$ cat src/rtl/ble_pkg.sv
// Shared constants, FSM states and whitening seed helper
// for the BLE 1M uncoded packet transmitter.
package ble_pkg;

  localparam logic [23:0] CRC_POLY   = 24'h00065B;
  localparam logic [23:0] CRC_INIT   = 24'h555555;
  localparam logic [7:0]  PREAMBLE_0 = 8'hAA;
  localparam logic [7:0]  PREAMBLE_1 = 8'h55;

  typedef enum logic [2:0] {
    ST_IDLE,
    ST_PREAMBLE,
    ST_ACCESS,
    ST_PDU,
    ST_CRC,
    ST_END
  } tx_state_e;

  // w[0]=1, w[1..6]=channel[5..0]; vector index == LFSR position
  function automatic logic [6:0] whiten_seed(input logic [5:0] ch);
    return {ch[0], ch[1], ch[2], ch[3], ch[4], ch[5], 1'b1};
  endfunction

endpackage

$ cat src/rtl/ble_packet_tx_if.sv
// Command, byte-stream and symbol signals of the BLE packet
// transmitter; master drives commands/bytes, slave is the block.
interface ble_packet_tx_if;

  logic        start;
  logic [31:0] acc_addr;
  logic [5:0]  channel;
  logic [5:0]  payload_len;
  logic [7:0]  byte_data;
  logic        byte_valid;
  logic        byte_ready;
  logic        symbol_out;
  logic        symbol_strobe;
  logic        tx_en;
  logic        done;
  logic        underrun;

  modport master (
    output start, acc_addr, channel, payload_len,
    output byte_data, byte_valid,
    input  byte_ready,
    input  symbol_out, symbol_strobe,
    input  tx_en, done, underrun
  );

  modport slave (
    input  start, acc_addr, channel, payload_len,
    input  byte_data, byte_valid,
    output byte_ready,
    output symbol_out, symbol_strobe,
    output tx_en, done, underrun
  );

endinterface

$ cat src/rtl/ble_crc_whiten.sv
// Bit-serial BLE CRC-24 and data whitener; in crc_mode the CRC
// register is shifted out (MSB first) instead of being updated.
module ble_crc_whiten
  import ble_pkg::*;
#(
  parameter logic [23:0] P_POLY = CRC_POLY,
  parameter logic [23:0] P_INIT = CRC_INIT
) (
  input  logic       clk,
  input  logic       rst,
  input  logic       i_init,
  input  logic [6:0] i_seed,
  input  logic       i_step,
  input  logic       i_din,
  input  logic       i_crc_mode,
  output logic       o_dout
);

  logic [23:0] r_crc;
  logic [6:0]  r_w;
  logic        w_fb;
  logic [23:0] w_shl;

  assign w_fb   = r_crc[23] ^ i_din;
  assign w_shl  = {r_crc[22:0], 1'b0};
  assign o_dout = r_w[6] ^ (i_crc_mode ? r_crc[23] : i_din);

  always_ff @(posedge clk or posedge rst) begin
    if (rst) begin
      r_crc <= '0;
      r_w   <= '0;
    end else if (i_init) begin
      r_crc <= P_INIT;
      r_w   <= i_seed;
    end else if (i_step) begin
      r_w <= {r_w[5], r_w[4], r_w[3] ^ r_w[6],
              r_w[2], r_w[1], r_w[0], r_w[6]};
      if (i_crc_mode)
        r_crc <= w_shl;
      else
        r_crc <= w_shl ^ (w_fb ? P_POLY : 24'h0);
    end
  end

endmodule

$ cat src/rtl/ble_packet_tx.sv
// BLE 1M uncoded packet transmitter: preamble, access address,
// whitened PDU and whitened CRC, one bit per symbol period.
module ble_packet_tx
  import ble_pkg::*;
#(
  parameter int CLKS_PER_SYMBOL = 16,
  parameter int MAX_PAYLOAD     = 37
) (
  input logic           clk,
  input logic           rst,
  ble_packet_tx_if.slave bus
);

  localparam int CW = $clog2(CLKS_PER_SYMBOL);

  tx_state_e   r_state;
  logic [CW-1:0] r_cnt;
  logic [4:0]  r_bit;
  logic [31:0] r_aa;
  logic [7:0]  r_pre;
  logic [7:0]  r_buf;
  logic [7:0]  r_shift;
  logic        r_full;
  logic [5:0]  r_owed;
  logic [5:0]  r_pdu_left;
  logic        r_symbol;
  logic        r_strobe;
  logic        r_tx_en;
  logic        r_done;
  logic        r_underrun;

  logic [5:0]  w_len;
  logic [5:0]  w_nbytes;
  logic [7:0]  w_pre;
  logic        w_active;
  logic        w_xfer;
  logic        w_have;
  logic [7:0]  w_byte;
  logic        w_last;
  logic [4:0]  w_bit_nxt;
  logic        w_pdu_end;
  logic        w_byte_due;
  logic        w_consume;
  logic        w_abort;
  logic        w_din;
  logic        w_crc_mode;
  logic        w_step;
  logic        w_init;
  logic        w_dout;
  logic        w_sym;

  assign w_len = (bus.payload_len > 6'(MAX_PAYLOAD)) ?
                 6'(MAX_PAYLOAD) : bus.payload_len;
  assign w_nbytes = w_len + 6'd2;
  assign w_pre = bus.acc_addr[0] ? PREAMBLE_1 : PREAMBLE_0;

  assign w_active = (r_state == ST_PREAMBLE) ||
                    (r_state == ST_ACCESS) ||
                    (r_state == ST_PDU);
  assign bus.byte_ready = w_active && !r_full &&
                          (r_owed != 6'd0);
  assign w_xfer = bus.byte_valid && bus.byte_ready;

  // a byte arriving on the very edge it is needed bypasses the buffer
  assign w_have = r_full || w_xfer;
  assign w_byte = r_full ? r_buf : bus.byte_data;

  assign w_last    = (r_cnt == CW'(CLKS_PER_SYMBOL - 1));
  assign w_bit_nxt = r_bit + 5'd1;
  assign w_pdu_end = (r_state == ST_PDU) && (r_bit == 5'd7) &&
                     (r_pdu_left == 6'd0);
  assign w_byte_due =
    ((r_state == ST_ACCESS) && (r_bit == 5'd31)) ||
    ((r_state == ST_PDU) && (r_bit == 5'd7) &&
     (r_pdu_left != 6'd0));
  assign w_consume = w_last && w_byte_due && w_have;
  assign w_abort   = w_last && w_byte_due && !w_have;

  assign w_din = w_byte_due ? w_byte[0] :
                 r_shift[w_bit_nxt[2:0]];
  assign w_crc_mode = (r_state == ST_CRC) || w_pdu_end;
  assign w_step = w_last && !w_abort &&
    ((r_state == ST_PDU) ||
     ((r_state == ST_ACCESS) && (r_bit == 5'd31)) ||
     ((r_state == ST_CRC) && (r_bit != 5'd23)));
  assign w_init = (r_state == ST_IDLE) && bus.start;

  ble_crc_whiten #(
    .P_POLY (CRC_POLY),
    .P_INIT (CRC_INIT)
  ) u_crc_whiten (
    .clk        (clk),
    .rst        (rst),
    .i_init     (w_init),
    .i_seed     (whiten_seed(bus.channel)),
    .i_step     (w_step),
    .i_din      (w_din),
    .i_crc_mode (w_crc_mode),
    .o_dout     (w_dout)
  );

  always_comb begin
    w_sym = 1'b0;
    unique case (r_state)
      ST_PREAMBLE:
        w_sym = (r_bit == 5'd7) ? r_aa[0] :
                r_pre[w_bit_nxt[2:0]];
      ST_ACCESS:
        w_sym = (r_bit == 5'd31) ? w_dout : r_aa[w_bit_nxt];
      ST_PDU, ST_CRC:
        w_sym = w_dout;
      default:
        w_sym = 1'b0;
    endcase
  end

  always_ff @(posedge clk or posedge rst) begin
    if (rst) begin
      r_state    <= ST_IDLE;
      r_cnt      <= '0;
      r_bit      <= '0;
      r_aa       <= '0;
      r_pre      <= '0;
      r_buf      <= '0;
      r_shift    <= '0;
      r_full     <= 1'b0;
      r_owed     <= '0;
      r_pdu_left <= '0;
      r_symbol   <= 1'b0;
      r_strobe   <= 1'b0;
      r_tx_en    <= 1'b0;
      r_done     <= 1'b0;
      r_underrun <= 1'b0;
    end else begin
      r_strobe   <= 1'b0;
      r_done     <= 1'b0;
      r_underrun <= 1'b0;
      if (w_xfer)
        r_owed <= r_owed - 6'd1;
      if (w_consume) begin
        r_shift    <= w_byte;
        r_full     <= 1'b0;
        r_pdu_left <= r_pdu_left - 6'd1;
      end else if (w_xfer) begin
        r_buf  <= bus.byte_data;
        r_full <= 1'b1;
      end
      unique case (r_state)
        ST_IDLE: begin
          if (bus.start) begin
            r_state    <= ST_PREAMBLE;
            r_aa       <= bus.acc_addr;
            r_pre      <= w_pre;
            r_cnt      <= '0;
            r_bit      <= '0;
            r_strobe   <= 1'b1;
            r_symbol   <= w_pre[0];
            r_tx_en    <= 1'b1;
            r_owed     <= w_nbytes;
            r_pdu_left <= w_nbytes;
            r_full     <= 1'b0;
          end
        end
        ST_END: r_state <= ST_IDLE;
        default: begin
          r_cnt <= w_last ? '0 : r_cnt + 1'b1;
          if (w_abort) begin
            r_state    <= ST_IDLE;
            r_tx_en    <= 1'b0;
            r_symbol   <= 1'b0;
            r_underrun <= 1'b1;
          end else if (w_last) begin
            r_strobe <= 1'b1;
            r_symbol <= w_sym;
            r_bit    <= w_bit_nxt;
            unique case (r_state)
              ST_PREAMBLE:
                if (r_bit == 5'd7) begin
                  r_state <= ST_ACCESS;
                  r_bit   <= '0;
                end
              ST_ACCESS:
                if (r_bit == 5'd31) begin
                  r_state <= ST_PDU;
                  r_bit   <= '0;
                end
              ST_PDU:
                if (r_bit == 5'd7) begin
                  r_bit <= '0;
                  if (r_pdu_left == 6'd0)
                    r_state <= ST_CRC;
                end
              ST_CRC:
                if (r_bit == 5'd23) begin
                  r_state  <= ST_END;
                  r_strobe <= 1'b0;
                  r_symbol <= 1'b0;
                  r_tx_en  <= 1'b0;
                  r_done   <= 1'b1;
                end
              default: ;
            endcase
          end
        end
      endcase
    end
  end

  assign bus.symbol_out    = r_symbol;
  assign bus.symbol_strobe = r_strobe;
  assign bus.tx_en         = r_tx_en;
  assign bus.done          = r_done;
  assign bus.underrun      = r_underrun;

endmodule

$ cat src/flat_wrapper.sv
// flat-port wrapper written by rule: the top's interface ports become plain ports
module ble_packet_tx_flat import ble_pkg::*;
#(
  parameter int CLKS_PER_SYMBOL = 16,
  parameter int MAX_PAYLOAD     = 37
)
  (clk, rst, bus_start, bus_acc_addr, bus_channel, bus_payload_len, bus_byte_data, bus_byte_valid, bus_byte_ready, bus_symbol_out, bus_symbol_strobe, bus_tx_en, bus_done, bus_underrun);
  ble_packet_tx_if bus_i ();
  input logic clk;
  input logic rst;
  input wire logic [$bits(bus_i.start)-1:0] bus_start;
  input wire logic [$bits(bus_i.acc_addr)-1:0] bus_acc_addr;
  input wire logic [$bits(bus_i.channel)-1:0] bus_channel;
  input wire logic [$bits(bus_i.payload_len)-1:0] bus_payload_len;
  input wire logic [$bits(bus_i.byte_data)-1:0] bus_byte_data;
  input wire logic [$bits(bus_i.byte_valid)-1:0] bus_byte_valid;
  output wire logic [$bits(bus_i.byte_ready)-1:0] bus_byte_ready;
  output wire logic [$bits(bus_i.symbol_out)-1:0] bus_symbol_out;
  output wire logic [$bits(bus_i.symbol_strobe)-1:0] bus_symbol_strobe;
  output wire logic [$bits(bus_i.tx_en)-1:0] bus_tx_en;
  output wire logic [$bits(bus_i.done)-1:0] bus_done;
  output wire logic [$bits(bus_i.underrun)-1:0] bus_underrun;
  assign bus_i.start = bus_start;
  assign bus_i.acc_addr = bus_acc_addr;
  assign bus_i.channel = bus_channel;
  assign bus_i.payload_len = bus_payload_len;
  assign bus_i.byte_data = bus_byte_data;
  assign bus_i.byte_valid = bus_byte_valid;
  assign bus_byte_ready = bus_i.byte_ready;
  assign bus_symbol_out = bus_i.symbol_out;
  assign bus_symbol_strobe = bus_i.symbol_strobe;
  assign bus_tx_en = bus_i.tx_en;
  assign bus_done = bus_i.done;
  assign bus_underrun = bus_i.underrun;
  ble_packet_tx #(.CLKS_PER_SYMBOL(CLKS_PER_SYMBOL), .MAX_PAYLOAD(MAX_PAYLOAD)) u_core (.clk(clk), .rst(rst), .bus(bus_i));
endmodule
$ cat config.mk
export PLATFORM = sky130hd
export DESIGN_NAME = ble_packet_tx_flat
export DESIGN_NICKNAME = d
export VERILOG_FILES = /design/src/rtl/ble_pkg.sv /design/src/rtl/ble_packet_tx_if.sv /design/src/rtl/ble_crc_whiten.sv /design/src/rtl/ble_packet_tx.sv /design/src/flat_wrapper.sv
export SDC_FILE = /design/constraint.sdc
export NUM_CORES = 1
export LEC_CHECK = 0
export ABC_CLOCK_PERIOD_IN_PS = 2950
export BUFFER_PORTS_ARGS = -buffer_cell sky130_fd_sc_hd__buf_2
export CELL_PAD_IN_SITES_DETAIL_PLACEMENT = 2
export CELL_PAD_IN_SITES_GLOBAL_PLACEMENT = 2
export CORE_MARGIN = 4
export CORE_UTILIZATION = 33
export DETAILED_ROUTE_END_ITERATION = 8
export PLACE_DENSITY_LB_ADDON = 0.1
export SYNTH_ARGS = -nofsm -noshare
export SYNTH_HDL_FRONTEND = slang
export SYNTH_SLANG_ARGS = --single-unit
$ cat constraint.sdc
create_clock -name clk -period 2.95 [get_ports clk]
set_clock_uncertainty 0.15 [all_clocks]
set_input_delay 0 -clock clk [delete_from_list [all_inputs] [get_ports clk]]
set_output_delay 0 -clock clk [all_outputs]
set_load 0.05 [all_outputs]
==> results <==
- The number of vias per cell after detailed routing is 5.12.
- The number of sinks on the clock net is 110.
- When the netlist entered floorplanning its net count stood at between 600 and 700.
- The post-route DRC violation count is 0.
- The number of buffers added on ports is 61.
- After detailed routing, the total wire length is 17,300 µm.
- The leakage dissipation is about 3.3 nW.
- Measured along the y axis, the die boundary spans roughly 140 µm.
- The worst hold margin is 0.0497 ns.
- The number of nets in the layout is approximately 770.
- In the final timing run, aggregate negative setup slack is 0 ns.
- The number of flops mapped to enable cells by yosys is 0.
- The die is 138 µm wide.
- The flow ran to the end, and the final reports show no timing, DRC or antenna violations.
- Once detailed placement completed, the half-perimeter wirelength came to 11,900 µm.
- The worst hold path terminates at u_core.r_owed[3].
- The floorplan step defined a die boundary enclosing about 0.019 mm².
- Once the floorplan was initialized, standard cells occupied 33.7% of the core.
- The maximum net fanout on the critical path is 40.
- A synthesized cell averages 9.59 µm².
- The worst setup path is captured at a flip-flop.
- The final hold violation count was 0.
- Pin placement for this block handled a little over 60 I/O pins.
- Setup slack on the worst reg-to-reg path comes out at 0.13 ns.
- The critical path required time is ~3.1 ns.
- The number of max-slew violations in the final report is 0.
- The source of the worst hold timing path is bus_byte_valid.
- After detailed routing, the average wire length per cell comes to 18.6 µm.
- The total congestion overflow is 0.
- The setup path with the least slack is of type reg -> reg.
- The clock transition time at the flip-flop clock pins of the worst setup and hold paths is 0.08 ns.
- The ratio of cells with drive above 1 in the final layout is 20.3%.
- Clock latency on the worst-skew pair, taken at its later pin, is approximately 0.36 ns.
- After technology mapping, the gate count stands at 585.
- The type of origin of the critical path is a flip-flop.
- Along the worst hold path, the cell count comes to 5.
- At the worst endpoint, the arrival time is between 2 and 3 ns.
- The worst relative slew slack is 39.0%.
- The initial detailed-routing violation count is 183.
- The initial antenna violation count came to 0.
- The root buffer selected by CTS is clkbuf_16.
- The via count is 4,757.
- At the end of routability-driven placement, the weighted congestion stood at 0.807.
- Counting the buffers created by CTS gives 9.
- The Yosys warning count is 0.
- Overall power consumption after layout is estimated at 6.41 mW.
- In this run the cell area measured after placement is 0.00632 mm².
- Across all setup checks in the final design, the least slack found is 0.129 ns.
- The layout overhead on the synthesized area is 28.2%.
- The number of cell instances on the worst register-to-register path is 9.
- The portion of synthesized cell area occupied by the leading cell type is roughly half.
- The proportion of register bits with asynchronous set or reset after synthesis is 100%.
- The path class of the tightest hold or removal check is in -> reg.
- The number of placed instances, taps included is ~860.
- The tool flagged a number of max-cap violations equal to 0.
- The final number of setup-violating endpoints is 0.
- Yosys attributes the largest share of cell area to dfrtp_1 (49%), nand2_1 (7.8%), mux4_2 (4.0%).
- The post-route standard cell area excluding fillers is 0.00719 mm².
- Across the VDD grid, the largest voltage drop is 383 µV.
- The H-tree was split into 3 levels.
- The clock passes through at most 2 buffers.
- Row generation in the floorplan step produced 47 rows.
- The count of nets left with antenna violations once routing finished came out at 0.
- The library cell with the largest summed area after synthesis is dfrtp_1.
- After synthesis, flip-flops and latches occupy between 40% and 50% of the total area.
- The number of cells in the finished layout apart from fillers is 930.
- Post-CTS timing repair inserted 0 buffers for setup.
- The repair_antennas step left the layout with diodes totalling 0.
- Power spread over the standard cell area amounts to just under 900 mW/mm².
- At the end of the flow the core is filled with cells to between 40% and 50%.
- Before CTS, the worst setup slack after placement is 0.0389 ns.
- Subtracting the final worst setup slack from the clock period gives 2.82 ns.
- The clock tree from TritonCTS is done.
- The first-pass GRT wire length is about 29,000 µm.
- Counting instances in the post-synthesis netlist gives the leading cell types as nand2_1 (117), dfrtp_1 (110), nor2_1 (50).
- The endpoint of the lowest-slack register-to-register path is u_core.u_crc_whiten.r_crc[0].
- Entering global routing, the biggest net connects 46 pins.
- The core region is ~0.017 mm².
- The leading cell type by number of instances after synthesis is nand2_1.
- The area of the mapped netlist is ~0.0056 mm².
- The overall track demand over capacity in global routing is 18.7%.
- The startpoint identified for the worst register-to-register timing path is u_core.r_owed[0].
- The prevailing post-synth register cell is dfrtp_1.
- For this run, the detailed router's first-pass iteration total came to 4.
- The slew at the pin with the worst max-slew slack is 0.914 ns.
- Setup repair after global routing could not meet its margin everywhere.
- The via count of the first global-routing pass was 5,459.
- The netlist uses between 60 and 70 different library cells.
- After synthesis the netlist holds a flip-flop and latch count of 110.
- In the finished design, the share of the clock period the worst path needs comes to 95.6%.
- Static timing analysis puts the maximum clock frequency at ~350 MHz.
==> layout by cell type (no fill, tap or decap), types with 5 or more instances in the layout <==
master	netlist	routed
mux2_2	12	12
nand2_1	117	116
ha_1	7	7
nand2b_1	5	5
xor2_1	5	5
nor2_1	50	48
nor4_1	6	6
a21oi_1	21	21
and3_1	8	8
mux4_2	10	10
dfrtp_1	110	110
buf_4	0	22
xnor2_1	16	16
dlygate4sd3_1	0	53
mux2i_1	18	18
or3_1	5	5
a221o_1	5	5
buf_2	7	61
a31oi_1	7	7
nand3_1	18	18
o21ai_0	44	44
inv_1	27	26
clkbuf_16	0	9
==> power by group <==
group          switching (mW)  internal [mW]
clock                   0.600          0.733
sequential              0.408           1.99
combinational            1.46           1.21
total                    2.47           3.94
==> per-layer routing <==
metal	up-vias	global-route usage (%)	part of all wire (%)	routed length, µm
li1	2266	-	-	-
met2	50	32.8	51	8800
met3	14	2.49	2.0	345
met5	-	0	0	0
met1	2427	24.0	46	7890
met4	0	5.77	1.5	260
==> worst max-delay path by stage <==
stage / end / cells after the start / slack [ns] / from
floorplan: u_core.bus.symbol_out / 7 / 0.25 / u_core.r_bit[0]
global placement: u_core.u_crc_whiten.r_crc[6] / 8 / 0.10 / u_core.r_bit[0]
detailed placement: u_core.u_crc_whiten.r_crc[6] / 8 / 0.04 / u_core.r_bit[1]
CTS: u_core.u_crc_whiten.r_crc[6] / 8 / 0.02 / u_core.r_bit[0]
global route: u_core.u_crc_whiten.r_crc[0] / 9 / -0.02 / u_core.r_owed[0]
finish: u_core.u_crc_whiten.r_crc[0] / 9 / 0.13 / u_core.r_owed[0]
==> critical path, stage by stage (launching register included) <==
cell and delay (ns):
dfrtp_1 0.38, inv_1 0.13, ha_1 0.16, or4b_4 0.47, o211a_4 0.27, or2_2 0.32
o221ai_2 0.38, buf_12 0.25, nor2_1 0.08, a21oi_1 0.14
==> sequential cells by signal (all words and copies together) (netlist names), 2 cells and up <==
| register | cells |
|---|---|
| u_core.r_aa | 31 |
| u_core.r_bit | 5 |
| u_core.r_buf | 8 |
| u_core.r_cnt | 4 |
| u_core.r_owed | 6 |
| u_core.r_pdu_left | 6 |
| u_core.r_pre | 2 |
| u_core.r_shift | 8 |
| u_core.r_state | 3 |
| u_core.u_crc_whiten.r_crc | 24 |
| u_core.u_crc_whiten.r_w | 7 |
==> logic make-up (layout without fill, tap and decap cells) <==
family          count (synthesis)  count (layout)  synth area share (%)
compound gates                115             115                  13.7
xor+xnor                       21              21                  3.28
fa+ha+maj                       7               7                  1.56
buf+inv                        58             183                  4.04
flops                         110             110                  49.1
mux                            40              40                  9.63
simple gates                  234             234                  18.7
==> cell type report <==
cell class / instances / area [µm²]
Multi-Input combinational cell: 417 / 2660
Tap cell: 220 / 275
Inverter: 27 / 105
Clock buffer: 12 / 267
Fill cell: 1793 / 9450
Sequential cell: 110 / 2750
Clock inverter: 4 / 52.6
Timing Repair Buffer: 140 / 1080
==> repair_timing <==
action                                  4_1_cts  5_1_grt
hold buffers                                 53        0
resized for setup                             0        4
endpoints found under the hold margin        99        0
endpoints found under the setup margin        0       17
(Power assumes the default switching activity.)
